$ cat config.mk
export PLATFORM = sky130hd
export DESIGN_NAME = wbr_seq_ctrl
export DESIGN_NICKNAME = d
export VERILOG_FILES = /design/src/rtl/wbr_seq_ctrl.sv
export SDC_FILE = /design/constraint.sdc
export NUM_CORES = 1
export LEC_CHECK = 0
export CORE_ASPECT_RATIO = 0.9
export CORE_MARGIN = 2
export CORE_UTILIZATION = 40
export DETAILED_ROUTE_END_ITERATION = 10
export RECOVER_POWER = 50
export SYNTH_ARGS = -nofsm -noshare
export SYNTH_HDL_FRONTEND = slang
export SYNTH_SLANG_ARGS = --single-unit
$ cat constraint.sdc
create_clock -name CLK -period 3.5 [get_ports CLK]
set_input_delay 0.7 -clock CLK [delete_from_list [all_inputs] [get_ports CLK]]
set_output_delay 0.7 -clock CLK [all_outputs]
set_load 0.1 [all_outputs]
$ cat src/rtl/wbr_seq_ctrl.sv
// Sequencer for one wrapper boundary register: shift a pattern in, apply/capture,
// shift the response out and compare it against the expected value.
module wbr_seq_ctrl #(
   parameter int WIDTH = 8
) (
   input  logic             CLK,
   input  logic             reset,
   input  logic             start,
   input  logic             abort,
   input  logic [WIDTH-1:0] pattern,
   // "expect" is a reserved word in SystemVerilog, hence "expected"
   input  logic [WIDTH-1:0] expected,
   input  logic             WPSO,
   output logic             WPSI,
   output logic             wse_inputs,
   output logic             hold_inputs,
   output logic             busy,
   output logic             done,
   output logic [WIDTH-1:0] result,
   output logic             pass
);

   localparam int                CNT_W    = $clog2(WIDTH);
   localparam logic [CNT_W-1:0] CNT_LAST = CNT_W'(WIDTH - 1);

   typedef enum logic [2:0] {
      IDLE,
      SHIFT_IN,
      APPLY,
      SHIFT_OUT,
      DONE
   } state_t;

   state_t           state_q, state_d;
   logic [CNT_W-1:0] cnt_q, cnt_d;
   logic [CNT_W-1:0] scnt_q, scnt_d;
   logic             samp_q, samp_d;
   logic [WIDTH-1:0] pattern_q, pattern_d;
   logic [WIDTH-1:0] expect_q, expect_d;
   logic [WIDTH-1:0] result_sr_q, result_sr_d;
   logic [WIDTH-1:0] result_q, result_d;
   logic             wpsi_q, wpsi_d;
   logic             wse_q, wse_d;
   logic             hold_q, hold_d;
   logic             busy_q, busy_d;
   logic             done_q, done_d;
   logic             pass_q, pass_d;

   // Pins are registered from the current state, so they trail the state
   // register by one cycle; WPSO sampling is delayed to the same phase.
   always_comb begin
      state_d     = state_q;
      cnt_d       = cnt_q;
      scnt_d      = cnt_q;
      samp_d      = 1'b0;
      pattern_d   = pattern_q;
      expect_d    = expect_q;
      result_d    = result_q;
      pass_d      = pass_q;
      wpsi_d      = 1'b0;
      wse_d       = 1'b0;
      hold_d      = 1'b1;
      done_d      = 1'b0;

      result_sr_d = result_sr_q;
      if (samp_q) begin
         result_sr_d[scnt_q] = WPSO;
      end

      case (state_q)
         IDLE: begin
            if (start) begin
               pattern_d = pattern;
               expect_d  = expected;
               cnt_d     = '0;
               state_d   = SHIFT_IN;
            end
         end
         SHIFT_IN: begin
            wpsi_d = pattern_q[cnt_q];
            wse_d  = 1'b1;
            if (cnt_q == CNT_LAST) begin
               cnt_d   = '0;
               state_d = APPLY;
            end else begin
               cnt_d = cnt_q + CNT_W'(1);
            end
         end
         APPLY: begin
            hold_d  = 1'b0;
            cnt_d   = '0;
            state_d = SHIFT_OUT;
         end
         SHIFT_OUT: begin
            wse_d  = 1'b1;
            samp_d = 1'b1;
            if (cnt_q == CNT_LAST) begin
               cnt_d   = '0;
               state_d = DONE;
            end else begin
               cnt_d = cnt_q + CNT_W'(1);
            end
         end
         DONE: begin
            // The last response bit arrives on this same edge via result_sr_d
            done_d   = 1'b1;
            result_d = result_sr_d;
            pass_d   = (result_sr_d == expect_q);
            cnt_d    = '0;
            state_d  = IDLE;
         end
         default: begin
            state_d = IDLE;
         end
      endcase

      if (abort) begin
         state_d   = IDLE;
         cnt_d     = '0;
         samp_d    = 1'b0;
         pattern_d = pattern_q;
         expect_d  = expect_q;
         result_d  = result_q;
         pass_d    = pass_q;
         wpsi_d    = 1'b0;
         wse_d     = 1'b0;
         hold_d    = 1'b1;
         done_d    = 1'b0;
      end

      // Stays high through the cycle in which done is shown
      busy_d = (state_d != IDLE) || done_d;
   end

   always_ff @(posedge CLK or posedge reset) begin
      if (reset) begin
         state_q     <= IDLE;
         cnt_q       <= '0;
         scnt_q      <= '0;
         samp_q      <= 1'b0;
         pattern_q   <= '0;
         expect_q    <= '0;
         result_sr_q <= '0;
         result_q    <= '0;
         pass_q      <= 1'b0;
         wpsi_q      <= 1'b0;
         wse_q       <= 1'b0;
         hold_q      <= 1'b1;
         busy_q      <= 1'b0;
         done_q      <= 1'b0;
      end else begin
         state_q     <= state_d;
         cnt_q       <= cnt_d;
         scnt_q      <= scnt_d;
         samp_q      <= samp_d;
         pattern_q   <= pattern_d;
         expect_q    <= expect_d;
         result_sr_q <= result_sr_d;
         result_q    <= result_d;
         pass_q      <= pass_d;
         wpsi_q      <= wpsi_d;
         wse_q       <= wse_d;
         hold_q      <= hold_d;
         busy_q      <= busy_d;
         done_q      <= done_d;
      end
   end

   assign WPSI        = wpsi_q;
   assign wse_inputs  = wse_q;
   assign hold_inputs = hold_q;
   assign busy        = busy_q;
   assign done        = done_q;
   assign result      = result_q;
   assign pass        = pass_q;

endmodule
* Yosys cells after proc, flatten, opt, wreduce, memory -nomap -nowiden
Index checks and enable logic that the tools add are counted.
Word-level totals: output and inout port bits 14, flip-flop bits (word level) 48, word-level logic and storage cells 61, bits of input ports 21
Cells by class: order comparisons 3, multiplexer cells 25, reductions and logical operators 10, add/sub/neg operators 1, bitwise logic cells 1, equal/unequal tests 7
Operators by type and width (number):
- 2-to-1 mux 3 bit | 7
- 2-to-1 mux 1 bit | 12
- one-hot mux 3 bit (4 select lines) | 1
- one-hot mux 3 bit (3 select lines) | 1
- bitwise mux 8 bit | 1
- == test 8 bit | 1
- < comparator 3 x 4 -> 1 bit, second input constant | 2
- 2-to-1 mux 8 bit | 1
- == test 3 x 2 -> 1 bit, second input constant | 2
- == test 3 bit, second input constant | 2
- AND reduction 2 bit | 2
- nonzero test 4 bit | 1
- OR reduction 2 bit | 2
- adder 3 x 1 -> 3 bit, second input constant | 1
- binary-select mux 1 bit (select 3 bit) | 1
- demux 1 bit (select 3 bit) | 1
- == test 3 x 1 -> 1 bit, second input constant | 1
- >= comparator 3 x 1 -> 1 bit, second input constant | 1
- logical NOT 3 bit | 1
- inequality test 3 bit, second input constant | 1
- AND reduction 3 bit | 1
- nonzero test 3 bit | 1
- logical AND 1 bit | 1
- logical OR 1 bit | 1
- NOT 1 bit | 1

* Logic depth before layout (Yosys ltp)
depth in word-level cells 7, depth in mapped cells 6, gate-level depth less buffers 5

* Least setup slack after synthesis
Ideal clock, no wire load.
path type input port to flip-flop, start point input abort, end point register expect_q[0], required time 3.375 ns, library setup time 0.125 ns, arrival 1.584 ns, slack 1.792 ns, cell stages on the path 4, path buffers 1, cells stage by stage nor2_1 nand3_2 buf_2 mux2_2
On the way: word-level cells in the longest chain between the ends 2
Ends and longest elaborated chain:
- start: declaration | RTL line 9 | input logic abort,
- NOT 1 bit (no source line)
- AND reduction 3 bit (no source line)
- end signal: assignment | RTL line 157 | expect_q <= expect_d;
- end: declaration | RTL line 39 | logic [WIDTH-1:0] expect_q, expect_d;
No other way between the ends. A chain may end at the register's enable or synchronous reset.

* Final worst setup path
start point register result_q[7], in the netlist result[7], end point output result[7]
RTL lines:
- start: declaration | RTL line 41 | logic [WIDTH-1:0] result_q, result_d;
- start signal: assignment | RTL line 159 | result_q <= result_d;
- end: declaration | RTL line 19 | output logic [WIDTH-1:0] result,
No word-level cell between the ends.

==> qor.txt <==
Root Buffer: clkbuf_8
global-route wire length before repair: 6810 µm
Gates resized, CTS repair: 0
# IOs: 35
RSZ-0062 raised after global routing: false
layout cell share with drive strength beyond 1: 20.0%
largest net degree at the start of global routing: 49
Area Growth Syn to Fin: 23.5%
Max rail drop VDD: 0.225 mV
share of the synthesized area in the top cell type: 56.2%
Top FF cell, synth: dfrtp_1
Worst-path clk slew: 0.08 ns
die width: 80.3 µm
syn_nets: 179
cts hold-fix bufs: 0
H-tree Lvls: 2
NumNets Final: 217
Slew Viols, Final: 49
CTS sink count: 48
Crit Path Class: reg2out
max-cap viol count: 1
Post-Syn Area: 0.00209 mm²
crit-path cells: clkdlybuf4s50_1
core box area: 0.00495 mm²
largest cells by area after synthesis: dfrtp_1 56%, mux2_2 12%, mux2i_1 3.8%
Fin Setup TNS: 0 ns
HPWL after DPL: 2890 µm
Finished Core Util: 52.2%
routed vias: 1324
Seq. cell area: 0.00120 mm²
Buffers on Ports: 34
CP delay by family, top: buffers and inverters
Slew @ Worst Pin: 1.76 ns
fillers: 449
initial antenna violation count: 0
Worst Hold Class: reg2reg
WP buf/inv: 1
Post-DRT Antenna Nets: 0
Iter 0 DRT Violations: 66
total iterations of the first detailed-routing run: 5
fin crit period: 2.49 ns
Routed wire per std cell: 15.2 µm
Post-synth ARST share: 100%
Avg Cell Area, Syn: 13.4 µm²
crit-path max FO: 2
Setup Buffers After CTS: 0
Post-synth top cells: 47 x dfrtp_1, 22 x mux2_2, 11 x nor2_1, 10 x inv_1, 8 x mux2i_1
Layout Skew: 0.00683 ns
hold_ws: 0.467 ns
Antenna Cells: 0
Die Y: 72.7 µm
multi-input logic area: 830 µm²
post-synth top area cell: dfrtp_1
PD cells: 432 mW/mm²
Cell Rows: 24
vias in the first global route: 1401
TritonCTS Buffers: 5
slowest stage delay, CP: 1.14 ns
CP Capture Type: output pin
worst skew pair latency: 0.29 ns
full die area: 0.00583 mm²
clock tree from TritonCTS: yes
Ys Warns: 0
Slowest cell on crit path: clkdlybuf4s50_1
Synth Instances: 156
f_max: 0.401 GHz
Hold Fails Final Rpt: 0
aggregate global routing overflow: 0
crit share post-route: 71.2%
Crit path arrival time: 1.79 ns
Req. time, crit path: 2.80 ns
final setup vio count: 0
register bit total from synthesis: 48
status: finished, violations left
WL final: 3940 µm
Initial Utilization: 42.3%
largest buffer count on any clock path: 2
most common cell in the netlist: dfrtp_1
Rel. slew slack: -17.6%
DR vias/cell: 5.09
Worst Setup Start Kind: register
Leak: 1.17 nW
routability cong.: 0.762
failing checks: capacitance limit, slew limit
drt drc: 0
Post-synth EDFFs: 0
post-synthesis sequential area ratio: 57.4%
Tot GR Track Use: 15.4%
Unique masters post-synth: 41
==> power breakdown <==
part,total [W],switching (W),internal (W)
combinational,0.000152,0.0000678,0.0000845
sequential,0.000636,0.0000366,0.000599
clock,0.000330,0.000169,0.000161
==> cell families after synthesis <==
logic type,synth area share [%]
fa+ha+maj,1.19
simple gates,11.8
flops,57.4
mux,17.8
xor+xnor,2.93
compound gates,5.85
buf+inv,2.99
==> area by class of cell <==
class	instances	share of cell area, %
sequential	48	46.5
multi-input combinational	94	32.1
timing repair buffer	35	13.4
clock buffer	8	3.48
tap	65	3.14
inverter	10	1.45
==> worst reg2reg max path, stage by stage, from the launching register on <==
cell      delay (ns)
dfrtp_1         0.49
nor4b_4         0.65
o211ai_1        0.20
nor4_2          0.30
a31o_1          0.18
==> sequential cells by signal (all words and copies together) (netlist names) <==
| signal | cells |
|---|---|
| done | 1 |
| pattern_q | 8 |
| result | 8 |
| expect_q | 8 |
| WPSI | 1 |
| state_q | 3 |
| hold_inputs | 1 |
| cnt_q | 3 |
| pass | 1 |
| busy | 1 |
| wse_inputs | 1 |
| scnt_q | 3 |
| result_sr_q | 8 |
| samp_q | 1 |
==> final timing paths <==
path,startpoint,to,slack (ns),cells after the start
max,result[7]$_DFFE_PP0P_,result[7],1.01,1
min,cnt_q[2]$_DFFE_PP0P_,scnt_q[2]$_DFF_PP0_,0.47,0
max reg2reg,state_q[1]$_DFF_PP0_,pass$_DFFE_PP0P_,1.62,4
min reg2reg,cnt_q[2]$_DFFE_PP0P_,scnt_q[2]$_DFF_PP0_,0.47,0
max in group asynchronous,reset,wse_inputs$_DFF_PP0_,1.07,2
min in group asynchronous,reset,pattern_q[7]$_DFFE_PP0P_,1.41,2
==> layout by cell type, fill, tap and decap left out, types with 2 or more instances in the layout <==
master,instances
o22ai_1,2
nor3_1,2
mux2_2,22
nand2_1,4
a21oi_1,5
nand4b_1,2
clkbuf_8,6
dlygate4sd3_1,4
xor2_1,4
clkbuf_1,2
inv_1,10
ha_1,2
nand4_1,2
and4bb_2,2
buf_4,2
a22o_1,2
xnor2_1,3
mux4_2,2
mux2i_1,8
dfrtp_1,47
clkdlybuf4s50_1,29
nor2b_1,2
nor2_1,11
==> metrics by stage <==
step | area [µm²] | cells | total power [W] | setup slack [ns]
after global routing | 2590 | 260 | 0.00118 | 0.652
after CTS | 2590 | 260 | 0.00113 | 0.986
after detailed placement | 2500 | 252 | 0.000803 | 0.910
after global placement | 2500 | 252 | 0.000796 | 0.967
final | 2590 | 260 | 0.00112 | 1.01
after floorplan | 2090 | 156 | 0.000746 | 1.66
==> routing by layer <==
layer	track usage [%]	wire length (µm)
met1	20.5	1790
met4	5.08	47
met2	24.4	1890
met3	4.46	215
met5	0	0
Note: power is estimated with default switching activity, not from simulation.
